===== src/rtl/ahb_outstg_rr_arbiter_pkg.sv =====
// Shared AHB bus-matrix definitions: HTRANS/HBURST encodings and the burst
// length helper used by the output-stage arbiter.
package ahb_outstg_rr_arbiter_pkg;

  localparam logic [1:0] TRN_IDLE   = 2'b00;
  localparam logic [1:0] TRN_BUSY   = 2'b01;
  localparam logic [1:0] TRN_NONSEQ = 2'b10;
  localparam logic [1:0] TRN_SEQ    = 2'b11;

  localparam logic [2:0] BRST_SINGLE = 3'b000;
  localparam logic [2:0] BRST_INCR   = 3'b001;
  localparam logic [2:0] BRST_WRAP4  = 3'b010;
  localparam logic [2:0] BRST_INCR4  = 3'b011;
  localparam logic [2:0] BRST_WRAP8  = 3'b100;
  localparam logic [2:0] BRST_INCR8  = 3'b101;
  localparam logic [2:0] BRST_WRAP16 = 3'b110;
  localparam logic [2:0] BRST_INCR16 = 3'b111;

  // Total beats of a fixed-length burst; 0 marks the undefined-length INCR.
  function automatic logic [4:0] burst_beats(input logic [2:0] hburst);
    case (hburst)
      BRST_SINGLE:             burst_beats = 5'd1;
      BRST_WRAP4, BRST_INCR4:  burst_beats = 5'd4;
      BRST_WRAP8, BRST_INCR8:  burst_beats = 5'd8;
      BRST_WRAP16, BRST_INCR16: burst_beats = 5'd16;
      default:                 burst_beats = 5'd0;
    endcase
  endfunction

endpackage


===== src/rtl/ahb_rr_pick.sv =====
// Combinational round-robin picker: first requester after 'last', wrapping,
// with 'last' itself considered at the end of the search.
module ahb_rr_pick #(
  parameter int NUM_PORTS = 4,
  parameter int PORT_W    = 2
) (
  input  logic [NUM_PORTS-1:0] req,
  input  logic [PORT_W-1:0]    last,
  output logic [PORT_W-1:0]    winner,
  output logic                 any_req
);

  logic [PORT_W-1:0] idx;

  // Scan from the farthest candidate down to the nearest so the nearest wins.
  always_comb begin
    winner  = last;
    any_req = 1'b0;
    idx     = '0;
    for (int k = NUM_PORTS; k >= 1; k--) begin
      idx = PORT_W'((int'(last) + k) % NUM_PORTS);
      if (req[idx]) begin
        winner  = idx;
        any_req = 1'b1;
      end
    end
  end

endmodule


===== src/rtl/ahb_outstg_rr_arbiter.sv =====
// Round-robin arbiter for a bus-matrix output stage; keeps the address-phase
// owner through fixed bursts, INCR bursts, BUSY beats and locked sequences.
module ahb_outstg_rr_arbiter
  import ahb_outstg_rr_arbiter_pkg::*;
#(
  parameter int NUM_PORTS  = 4,
  parameter int PORT_W     = 2,
  parameter int RESET_PORT = 0
) (
  input  logic                 HCLK,
  input  logic                 HRESETn,
  input  logic [NUM_PORTS-1:0] req_port,
  input  logic                 HREADYM,
  input  logic                 HSELM,
  input  logic [1:0]           HTRANSM,
  input  logic [2:0]           HBURSTM,
  input  logic                 HMASTLOCKM,
  output logic [PORT_W-1:0]    addr_in_port,
  output logic                 no_port
);

  logic [3:0]        beat_cnt;
  logic [3:0]        beat_cnt_nxt;
  logic [4:0]        beats;
  logic [PORT_W-1:0] last_port;
  logic [PORT_W-1:0] winner;
  logic              any_req;
  logic              hold;

  ahb_rr_pick #(
    .NUM_PORTS (NUM_PORTS),
    .PORT_W    (PORT_W)
  ) u_pick (
    .req     (req_port),
    .last    (last_port),
    .winner  (winner),
    .any_req (any_req)
  );

  // A NONSEQ always restarts the count, which also covers early termination.
  always_comb begin
    beats        = burst_beats(HBURSTM);
    beat_cnt_nxt = beat_cnt;
    if (!HSELM || HTRANSM == TRN_IDLE) begin
      beat_cnt_nxt = 4'd0;
    end else if (HTRANSM == TRN_NONSEQ) begin
      beat_cnt_nxt = (beats == 5'd0) ? 4'd0 : 4'(beats - 5'd1);
    end else if (HTRANSM == TRN_SEQ && beat_cnt != 4'd0) begin
      beat_cnt_nxt = beat_cnt - 4'd1;
    end
  end

  assign hold = HMASTLOCKM
              | (HSELM & (beat_cnt_nxt != 4'd0))
              | (HSELM & (HBURSTM == BRST_INCR) & (HTRANSM != TRN_IDLE))
              | (HSELM & (HTRANSM == TRN_BUSY));

  // With no request the port index is kept so the data-phase register stays valid.
  always_ff @(posedge HCLK or negedge HRESETn) begin
    if (!HRESETn) begin
      addr_in_port <= PORT_W'(RESET_PORT);
      last_port    <= PORT_W'(RESET_PORT);
      no_port      <= 1'b1;
      beat_cnt     <= 4'd0;
    end else if (HREADYM) begin
      beat_cnt <= beat_cnt_nxt;
      if (!hold) begin
        if (any_req) begin
          addr_in_port <= winner;
          last_port    <= winner;
          no_port      <= 1'b0;
        end else begin
          no_port <= 1'b1;
        end
      end
    end
  end

  a_port_in_range: assert property (@(posedge HCLK) disable iff (!HRESETn)
    int'(addr_in_port) < NUM_PORTS);

endmodule


===== config.mk =====
export PLATFORM = sky130hd
export DESIGN_NAME = ahb_outstg_rr_arbiter
export DESIGN_NICKNAME = d
export VERILOG_FILES = /design/src/rtl/ahb_outstg_rr_arbiter_pkg.sv /design/src/rtl/ahb_rr_pick.sv /design/src/rtl/ahb_outstg_rr_arbiter.sv
export SDC_FILE = /design/constraint.sdc
export NUM_CORES = 1
export LEC_CHECK = 0
export CORE_MARGIN = 2
export CORE_UTILIZATION = 46
export DETAILED_ROUTE_END_ITERATION = 16
export GPL_TIMING_DRIVEN = 1
export PLACE_DENSITY = 0.85
export SLEW_MARGIN = 30
export SYNTH_ARGS = -nofsm -noshare
export SYNTH_HDL_FRONTEND = slang
export SYNTH_HIERARCHICAL = 1
export SYNTH_SLANG_ARGS = --single-unit

===== constraint.sdc =====
create_clock -name HCLK -period 2.6 [get_ports HCLK]
set_input_delay 0.39 -clock HCLK [delete_from_list [all_inputs] [get_ports HCLK]]
set_output_delay 0.39 -clock HCLK [all_outputs]
set_load 0.02 [all_outputs]

-- Word-level counts from Yosys, hierarchy flattened
Cells that the tools add are included.
- flip-flop bits (word level): 7
- input port bits: 14
- word-level logic and storage cells: 68
- $add $sub $neg: 6
- order comparisons: 4
- equality and inequality tests: 10
- multiplexer cells: 22
- bitwise operators: 8
- reductions and logical operators: 15
- operator list (cell ; number):
    $pmux W5 S4 ; 1
    $mux W4 ; 4
    $eq A3 B3 Y1 const B ; 4
    $lt A2 B3 Y1 const B ; 4
    $reduce_bool A4 Y1 ; 3
    $mux W1 ; 9
    $bmux W1 S2 ; 4
    $mux W2 ; 4
    $sub A4 B1 Y4 const B ; 2
    $eq A3 B2 Y1 const B ; 2
    $reduce_or A2 Y1 ; 3
    $logic_not A5 Y1 ; 1
    $add A2 B1 Y2 const B ; 2
    $add A2 B2 Y2 const B ; 2
    $and A1 B1 Y1 ; 4
    $eq A2 B2 Y1 const B ; 2
    $reduce_and A4 Y1 ; 1
    $eq A3 B1 Y1 const B ; 1
    $logic_not A3 Y1 ; 1
    $or A1 B1 Y1 ; 3
    $eq A2 B1 Y1 const B ; 1
    $logic_not A2 Y1 ; 1
    $reduce_and A2 Y1 ; 1
    $reduce_bool A2 Y1 ; 1
    4 further kinds ; 4

-- Longest topological paths before layout
Gate-level depths: netlist (run 1).
- depth in word-level cells: 14
- gate-level depth with buffers: 8
- gate-level depth less buffers: 8

-- Cells and area by module
The synthesis (run 1) kept the hierarchy.
- modules (own cells, without submodules) (module ; instances ; cells each ; area each (sq um) ; sequential area each (sq um)):
    ahb_outstg_rr_arbiter ; 1 ; 60 ; 530.5 ; 176.4
    ahb_rr_pick ; 1 ; 14 ; 82.6 ; 0.0

-- Worst setup path before layout (run 1)
Ideal clock, no wire load.
- path type: register to register
- from: register beat_cnt[0]
- to: register last_port[1]
- setup time: 128 ps
- arrival time: 1967 ps
- data required time: 2472 ps
- setup slack: 506 ps
- stages on the path, launching flop included: 9
- path buffers: 0
- clock period less this slack: 2094 ps
- cells stage by stage: dfrtp_1 inv_1 ha_1 and4b_1 o311ai_2 nand4b_1 nor4_2 nand2_1 mux2_1
- cells in the longest elaborated chain, start to end: 12
- RTL lines (item ; RTL line ; text):
    from (decl) ; ahb_outstg_rr_arbiter.sv:22 ; logic [3:0] beat_cnt;
    from (signal assigned) ; ahb_outstg_rr_arbiter.sv:66 ; beat_cnt <= beat_cnt_nxt;
    branches (longest 2 deep; another with $sub A4 B1 Y4) ; -- ;
    $mux W4 (*) ; ahb_outstg_rr_arbiter.sv:48 ; end else if (HTRANSM == TRN_SEQ && beat_cnt != 4'd0) begin
    $mux W4 (*) ; ahb_outstg_rr_arbiter.sv:46 ; end else if (HTRANSM == TRN_NONSEQ) begin
    $mux W4 (*) ; ahb_outstg_rr_arbiter.sv:44 ; if (!HSELM || HTRANSM == TRN_IDLE) begin
    $reduce_bool A4 Y1 (*) ; ahb_outstg_rr_arbiter.sv:54 ; | (HSELM & (beat_cnt_nxt != 4'd0))
    $and A1 B1 Y1 (*) ; ahb_outstg_rr_arbiter.sv:54 ;
    $or A1 B1 Y1 (*) ; ahb_outstg_rr_arbiter.sv:54 ;
    $or A1 B1 Y1 (*) ; ahb_outstg_rr_arbiter.sv:55 ; | (HSELM & (HBURSTM == BRST_INCR) & (HTRANSM != TRN_IDLE))
    $or A1 B1 Y1 (*) ; ahb_outstg_rr_arbiter.sv:56 ; | (HSELM & (HTRANSM == TRN_BUSY));
    $not A1 Y1 (no source line) (*) ; -- ;
    $reduce_and A4 Y1 (no source line) (*) ; -- ;
    to (signal assigned) ; ahb_outstg_rr_arbiter.sv:62 ; last_port <= PORT_W'(RESET_PORT);
    to (signal assigned) ; ahb_outstg_rr_arbiter.sv:70 ; last_port <= winner;
    to (decl) ; ahb_outstg_rr_arbiter.sv:25 ; logic [PORT_W-1:0] last_port;
Mark *: on every way between the ends.
A chain may end at the register's enable or synchronous reset.

-- Worst setup path after layout (run 1)
- from: register beat_cnt[0]
- to: register last_port[0]
Same word-level chain as after synthesis.

==> results of run 1 <==
## stage by stage
step                      instances  setup WS (ns)  hold slack, ns  utilization
final                           110         0.2497          0.4025       0.6538
after global routing            110        0.08648          0.4220       0.6538
after CTS                       110         0.2285          0.3982       0.6538
after detailed placement        106        0.03289          0.5054       0.6331
after global placement          106         0.1074          0.4548       0.6331
after floorplan                  74         0.5057         0.09441            -
## state kept, by name (all words and copies together), names as in the netlist
| register | cells |
|---|---|
| no_port | 1 |
| last_port | 2 |
| beat_cnt | 4 |
## cells in the final DEF (no fill, tap or decap), types with 2 or more instances in the layout
master	n
a21o_1	2
a21oi_1	5
a31oi_1	2
and3_1	2
buf_4	3
clkbuf_4	3
clkdlybuf4s50_1	16
dfrtp_1	6
inv_1	7
mux2_1	2
mux2i_1	3
nand2_1	7
nor2_1	2
nor2b_1	4
o21ai_0	7
## kinds of logic (layout without fill, tap and decap cells)
group                    count (synthesis)  count (layout)  share of synthesized area
AND/OR/NAND/NOR                         27              27                     0.2735
AO/OA/AOI/OAI                           25              25                     0.2714
buffers and inverters                    9              30                    0.06123
flip-flops                               7               7                     0.2878
multiplexers                             5               5                    0.08571
adder cells (fa/ha/maj)                  1               1                    0.02040
## how the worst min path moves through the flow
stage,start,endpoint,cells after the start,slack [ns]
after detailed placement,no_port,no_port,2,0.51
after global routing,HRESETn,last_port[1],1,0.42
final,HRESETn,beat_cnt[0],1,0.40
after global placement,no_port,no_port,2,0.45
after CTS,HRESETn,last_port[1],1,0.40
after floorplan,HRESETn,beat_cnt[0],0,0.09
## layout make-up
cell class                      instances  area, um^2  share of cell area
Clock buffer                            4       26.28             0.03167
Tap cell                               15       18.77             0.02262
Sequential cell                         7       176.4              0.2127
Inverter                                7       26.28             0.03167
Multi-Input combinational cell         58       399.1              0.4811
Timing Repair Buffer                   19       182.7              0.2202
## layer usage
metal | global-route usage | vias to the layer above | part of all wire | wire length, um
met2 | 0.4365 | 36 | 0.56 | 912
met5 | 0 | - | 0 | 0
met4 | 0.1167 | 0 | 0 | 0
met1 | 0.2126 | 299 | 0.38 | 609
li1 | - | 323 | - | -
met3 | 0 | 0 | 0.062 | 100
## worst max-delay path, stage by stage (launching register included)
cell	delay, ns
dfrtp_1	0.45
inv_1	0.09
ha_1	0.22
or3b_1	0.40
and3_1	0.22
a211oi_1	0.31
nor4_2	0.09
nand2_1	0.11
mux2_1	0.33
## power by group through the flow
stage          clock network [W]  logic, W  registers (W)
3_5_place_dp                   0  0.000225       0.000180
5_1_grt                 0.000100  0.000248       0.000181
6_report               0.0000987  0.000227       0.000177
3_3_place_gp                   0  0.000215       0.000176
2_1_floorplan                  0  0.000114       0.000190
4_1_cts                0.0000996  0.000226       0.000178
==> flow_summary.toml, run 1 <==
[routing]
route.final.wire_length_mm = 1.622
vias = 658
detail-route-antenna-nets = 0
wl_per_cell_um = 14.75
drc = 0
viasPerCell = 5.982
first_pass_iters = 4
drtIter0Drc = 19

[global_routing]
grt_overflow = 0
grt_max_degree = 10
grt_pass1_wl_mm = 2.297
grt_pass1_vias = 582
antenna_found_initial = 0
grt.total_usage = 0.2144

[timing]
setup_tns_ns = 0
final.min_clock_period_ns = 2.350
relSlewSlack = 0.7445
worst_pin_slew_ns = 0.3780
finalSetupViolCount = 0
hold_viol = 0
rsz0062_at_grt = "false"
finalCritPeriodShare = 0.9040
report.final.slew_viol_count = 0
max_freq_ghz = 0.4255
fin_skew_ns = 0.001284

[setup_path]
cp-start-kind = "register"
r2r_end = "last_port[0]"
reg2regPathDepth = 8
arrival_ns = 2.48
reg2reg_slack_ns = 0.25
startpoint = "beat_cnt[0]"
worstPathRequired_ns = 2.73
crit_type = "register to register"
worstSetupEndpoint = "last_port[0]"
end_kind = "register"
cp_max_fo = 7
r2r-start = "beat_cnt[0]"

[pwr]
p_comb_frac = 0.451
vdd_ir_drop_max_mv = 0.1928
p_seq_frac = 0.353
switching_share = 0.3784
power.internal_w = 0.0003127
p_leak_nw = 0.3421
cellPowerDensity_nw_per_um2 = 606.4
p_total_w = 0.0005030
p_sw_w = 0.0001904
power_frac_clock = 0.196

[synthesis]
avgSynthCellArea_um2 = 8.285
syn_nets = 89
yosysSeqAreaShare = 0.2878
synthTopCellsByArea = "dfrtp_1 (24%), o21ai_0 (5.7%), mux2i_1 (4.9%)"
synth_ff_type = "dfrtp_1"
netlist_area_um2 = 613.1
async_flop_share = 1.000
synth_seq_cells = 7
yosys_warnings = 6
synthDistinctLibCells = 37
yosysTopAreaCell = "dfrtp_1"
synthTopCellsByCount = "inv_1 (7), nand2_1 (7), o21ai_0 (7)"
synth_top_cell_area_share = 0.2449
netlist_instances = 74
synth-edff-count = 0

[final_layout]
final_nets = 111
num_antenna_cells = 0
drive_gt1_frac = 0.09474
fin_area_um2 = 829.5
area_growth_pct = 35.31
fill_cells = 114

[die]
coreArea_um2 = 1269
die_area_um2 = 1641
start_util = 0.4832
chipWidth_um = 40.51
die_y_um = 40.51
rows = 13
io-pin-count = 17

[cts]
numCtsBuffers = 3
cts_max_level = 1
root_buffer = "clkbuf_4"
clk_path_buf_depth = 2
ctsHoldBuffers = 0
clock_sinks = 7
cts.repair_timing.setup_buffer_count = 0
clkLatencyLatePin_ns = 0.25
cts-resized-gates = 0
cts_tree = "built"
path_clk_slew_ns = 0.05

[hold_path]
hold_class = "primary input to asynchronous set/reset pin"

[job]
cap_violations = 0

[run_status]
status = "finished, final reports clean"

[place]
numPortBuffers = 16
routabilityCongestion = 0.8646
dp_hpwl_mm = 1.284
dpl_cell_area_um2 = 803.3
Note: power is estimated with default switching activity, not from simulation.
==> run 2: changes to the inputs <==
==> constraint.sdc (replaced) <==
create_clock -name HCLK -period 2.53 [get_ports HCLK]
set_input_delay 0.3795 -clock HCLK [delete_from_list [all_inputs] [get_ports HCLK]]
set_output_delay 0.3795 -clock HCLK [all_outputs]
set_load 0.02 [all_outputs]
==> flow_summary.toml, run 2 (same netlist as run 1, synthesis figures left out) <==
[die]
rows = 13
coreArea_um2 = 1269
start_util = 0.4832
io-pin-count = 17
die_y_um = 40.51
die_area_um2 = 1641
chipWidth_um = 40.51

[routing]
drc = 0
viasPerCell = 5.928
drtIter0Drc = 12
wl_per_cell_um = 13.83
first_pass_iters = 4
vias = 658
route.final.wire_length_mm = 1.535
detail-route-antenna-nets = 0

[global_routing]
grt_overflow = 0
grt_pass1_wl_mm = 2.325
grt.total_usage = 0.2132
grt_max_degree = 10
grt_pass1_vias = 588
antenna_found_initial = 0

[cts]
numCtsBuffers = 3
root_buffer = "clkbuf_4"
cts_tree = "built"
path_clk_slew_ns = 0.05
cts_max_level = 1
clock_sinks = 7
cts-resized-gates = 0
ctsHoldBuffers = 0
cts.repair_timing.setup_buffer_count = 0
clk_path_buf_depth = 2
clkLatencyLatePin_ns = 0.25

[timing]
setup_ws_ns = 0.1928
relSlewSlack = 0.7722
finalCritPeriodShare = 0.9238
final.min_clock_period_ns = 2.337
worst_pin_slew_ns = 0.3370
hold_viol = 0
setup_tns_ns = 0
max_freq_ghz = 0.4279
fin_skew_ns = 0.001965
finalSetupViolCount = 0
rsz0062_at_grt = "false"
report.final.slew_viol_count = 0
whs_ns = 0.3899

[final_layout]
stdcell_count = 111
final_common_cell = "clkdlybuf4s50_1"
largest_register_ffs = 4
final_cell_mix = "clkdlybuf4s50_1 (16), inv_1 (7), o21ai_0 (7), nand2_1 (7), dfrtp_1 (6)"
largest_registers = "beat_cnt (4), last_port (2), no_port (1)"
final_nets = 112
drive_gt1_frac = 0.1042
num_antenna_cells = 0
regMostFlops = "beat_cnt"
register_area_um2 = 176.4
fin_util = 0.6598
multi_input_area_um2 = 399.1
fill_cells = 113
area_growth_pct = 36.53

[setup_path]
critPathMaxStageDelay_ns = 0.45
cp_slowest_cell = "dfrtp_1"
cp_max_fo = 7
end_kind = "register"
startpoint = "beat_cnt[0]"
crit_type = "register to register"
critPathTopFamily = "simple AND/OR/NAND/NOR gates"
cp-start-kind = "register"
arrival_ns = 2.46
path_buf_inv = 1
worstPathRequired_ns = 2.66
r2r_end = "last_port[1]"
r2r-start = "beat_cnt[0]"
reg2reg_slack_ns = 0.19
reg2regPathDepth = 8
crit_chain = "inv_1 > ha_1 > or3b_1 > and3_1 > a211oi_1 > nor4_2 > nand2_1 > mux2_1"

[pwr]
cellPowerDensity_nw_per_um2 = 611.0
vdd_ir_drop_max_mv = 0.2155
p_leak_nw = 0.3472

[job]
cap_violations = 0

[place]
numPortBuffers = 16
routabilityCongestion = 0.8686
dp_hpwl_mm = 1.200
dp_cells = 107
dpl_worst_slack_ns = -0.02658

[run_status]
status = "finished, final reports clean"

[hold_path]
hold_class = "primary input to asynchronous set/reset pin"
-- run 2: cell type report --
type	count	share of cell area
Inverter	7	0.03139
Sequential cell	7	0.2108
Clock buffer	4	0.03139
Multi-Input combinational cell	58	0.4768
Tap cell	15	0.02242
Timing Repair Buffer	20	0.2272
-- run 2: worst max path at each step --
stage	end	slack [ns]	cells after the start
after floorplan	last_port[1]	0.44	8
after global placement	last_port[1]	0.05	7
after detailed placement	last_port[1]	-0.03	7
after CTS	last_port[1]	0.21	8
after global routing	last_port[0]	0.06	8
final	last_port[1]	0.19	8
-- run 2: layer usage --
metal / wire length (um) / vias to the layer above / global-route usage / share of wire
met5: 0 / - / 0 / 0
met4: 14 / 0 / 0.1083 / 0.0091
met3: 87 / 2 / 0.02222 / 0.057
met2: 823 / 29 / 0.4127 / 0.54
met1: 608 / 302 / 0.2193 / 0.40
li1: - / 325 / - / -
-- run 2: where the power goes --
| group | switching (W) | internal, W |
|---|---|---|
| clock network | 0.0000400 | 0.0000601 |
| logic | 0.000107 | 0.000123 |
| registers | 0.0000420 | 0.000139 |
-- run 2: through the flow --
stage	area, um^2	total power (W)
global placement	810.8	0.0004030
finish	837.1	0.0005115
CTS	837.1	0.0005136
floorplan	613.1	0.0003124
detailed placement	810.8	0.0004117
global route	837.1	0.0005443
==> run 3: changes to the inputs <==
--- a/config.mk
+++ b/config.mk
@@ -6,10 +6,10 @@
 export NUM_CORES = 1
 export LEC_CHECK = 0
 export CORE_MARGIN = 2
-export CORE_UTILIZATION = 46
+export CORE_UTILIZATION = 40
 export DETAILED_ROUTE_END_ITERATION = 16
 export GPL_TIMING_DRIVEN = 1
-export PLACE_DENSITY = 0.85
+export PLACE_DENSITY = 0.77
 export SLEW_MARGIN = 30
 export SYNTH_ARGS = -nofsm -noshare
 export SYNTH_HDL_FRONTEND = slang
==> constraint.sdc (replaced) <==
create_clock -name HCLK -period 2.53 [get_ports HCLK]
set_input_delay 0.3795 -clock HCLK [delete_from_list [all_inputs] [get_ports HCLK]]
set_output_delay 0.3795 -clock HCLK [all_outputs]
set_load 0.01 [all_outputs]
==> flow_summary.toml, run 3 (same netlist as run 1, synthesis figures left out) <==
[final_layout]
fill_cells = 145
largest_register_ffs = 4
num_antenna_cells = 0
final_common_cell = "clkdlybuf4s50_1"
regMostFlops = "beat_cnt"
area_growth_pct = 35.51
fin_area_um2 = 830.8
final_cell_mix = "clkdlybuf4s50_1 (16), inv_1 (7), o21ai_0 (7), nand2_1 (7), dfrtp_1 (6)"
drive_gt1_frac = 0.09474
final_nets = 111
largest_registers = "beat_cnt (4), last_port (2), no_port (1)"

[timing]
finalCritPeriodShare = 0.9014
fin_skew_ns = 0.001798
worst_pin_slew_ns = 0.3624
final.min_clock_period_ns = 2.280
relSlewSlack = 0.7550
hold_viol = 0
finalSetupViolCount = 0
max_freq_ghz = 0.4385
setup_ws_ns = 0.2495
report.final.slew_viol_count = 0
setup_tns_ns = 0
rsz0062_at_grt = "false"

[setup_path]
crit_type = "primary input to register"
cp-start-kind = "primary input"
reg2reg_slack_ns = 0.28
worstPathRequired_ns = 2.66
arrival_ns = 2.41
end_kind = "register"
cp_max_fo = 7

[cts]
cts_tree = "built"
cts_max_level = 1
clk_path_buf_depth = 2
ctsHoldBuffers = 0
clkLatencyLatePin_ns = 0.25
cts.repair_timing.setup_buffer_count = 0
root_buffer = "clkbuf_4"
cts-resized-gates = 0
path_clk_slew_ns = 0.05
clock_sinks = 7
numCtsBuffers = 3

[routing]
viasPerCell = 5.730
detail-route-antenna-nets = 0
first_pass_iters = 4
drtIter0Drc = 7
vias = 636
top_layer = "met4"
wl_met1_um = 653
drc = 0
route.final.wire_length_mm = 1.378
wl_met3_um = 61
wl_met2_um = 646
wl_per_cell_um = 12.41

[die]
io-pin-count = 17
chipWidth_um = 43.15
coreArea_um2 = 1471
rows = 14
die_y_um = 43.15
start_util = 0.4167
die_area_um2 = 1862

[place]
numPortBuffers = 16
routabilityCongestion = 0.9088
dpl_cell_area_um2 = 804.5
dpl_worst_slack_ns = -0.006416
dp_hpwl_mm = 1.122

[job]
cap_violations = 0

[global_routing]
grt_overflow = 0
antenna_found_initial = 0
grt_pass1_vias = 614
grt_pass1_wl_mm = 2.359
grt.total_usage = 0.1649
grt_max_degree = 10

[pwr]
vdd_ir_drop_max_mv = 0.2486
p_leak_nw = 0.3421
cellPowerDensity_nw_per_um2 = 591.5

[hold_path]
hold_class = "primary input to asynchronous set/reset pin"

[run_status]
status = "finished, final reports clean"
## run 3: cell types whose count changed in the layout (fill, tap and decap cells not counted), sizes merged
cell,before,now
buf,4,3
## run 3: path summary, 6_finish.rpt
check,startpoint,endpoint,cells after the start
max,HTRANSM[1],last_port[1],7
min,HRESETn,beat_cnt[1],1
max reg2reg,beat_cnt[0],last_port[1],8
min reg2reg,no_port,no_port,2
max in group asynchronous,HRESETn,no_port,1
min in group HCLK,no_port,no_port,2
## run 3: critical path, stage by stage
cell and delay (ns):
clkdlybuf4s50_1 0.57, nor4b_1 0.35, mux2i_1 0.25, o21ai_0 0.11
nor4_2 0.30, nand2_1 0.13, mux2_1 0.32
## run 3: stage by stage
| step | cells | total power (W) | hold WS [ns] | util |
|---|---|---|---|---|
| after floorplan | 74 | 0.0002983 | 0.08391 | - |
| after global placement | 107 | 0.0003841 | 0.4579 | 0.5468 |
| after detailed placement | 107 | 0.0003917 | 0.4703 | 0.5468 |
| after CTS | 111 | 0.0004954 | 0.3999 | 0.5646 |
| after global routing | 111 | 0.0005334 | 0.4175 | 0.5646 |
| final | 111 | 0.0004915 | 0.3956 | 0.5646 |
## run 3: power breakdown
part / switching (W) / internal (W)
logic: 0.0000897 / 0.000122
registers: 0.0000405 / 0.000139
clock network: 0.0000404 / 0.0000601
total: 0.000171 / 0.000321
## run 3: routing by layer
| metal | vias to the layer above | GRT usage |
|---|---|---|
| met4 | 0 | 0.09091 |
| met1 | 296 | 0.2021 |
| met3 | 2 | 0.01702 |
| li1 | 320 | - |
| met2 | 18 | 0.2776 |
| met5 | - | 0 |
## run 3: area by class of cell
cell class / count / area, um^2 / share of cell area
multi-input combinational: 58 / 399.1 / 0.4804
timing repair buffer: 19 / 182.7 / 0.2199
sequential: 7 / 176.4 / 0.2123
clock buffer: 4 / 26.28 / 0.03163
inverter: 7 / 26.28 / 0.03163
tap: 16 / 20.02 / 0.02410
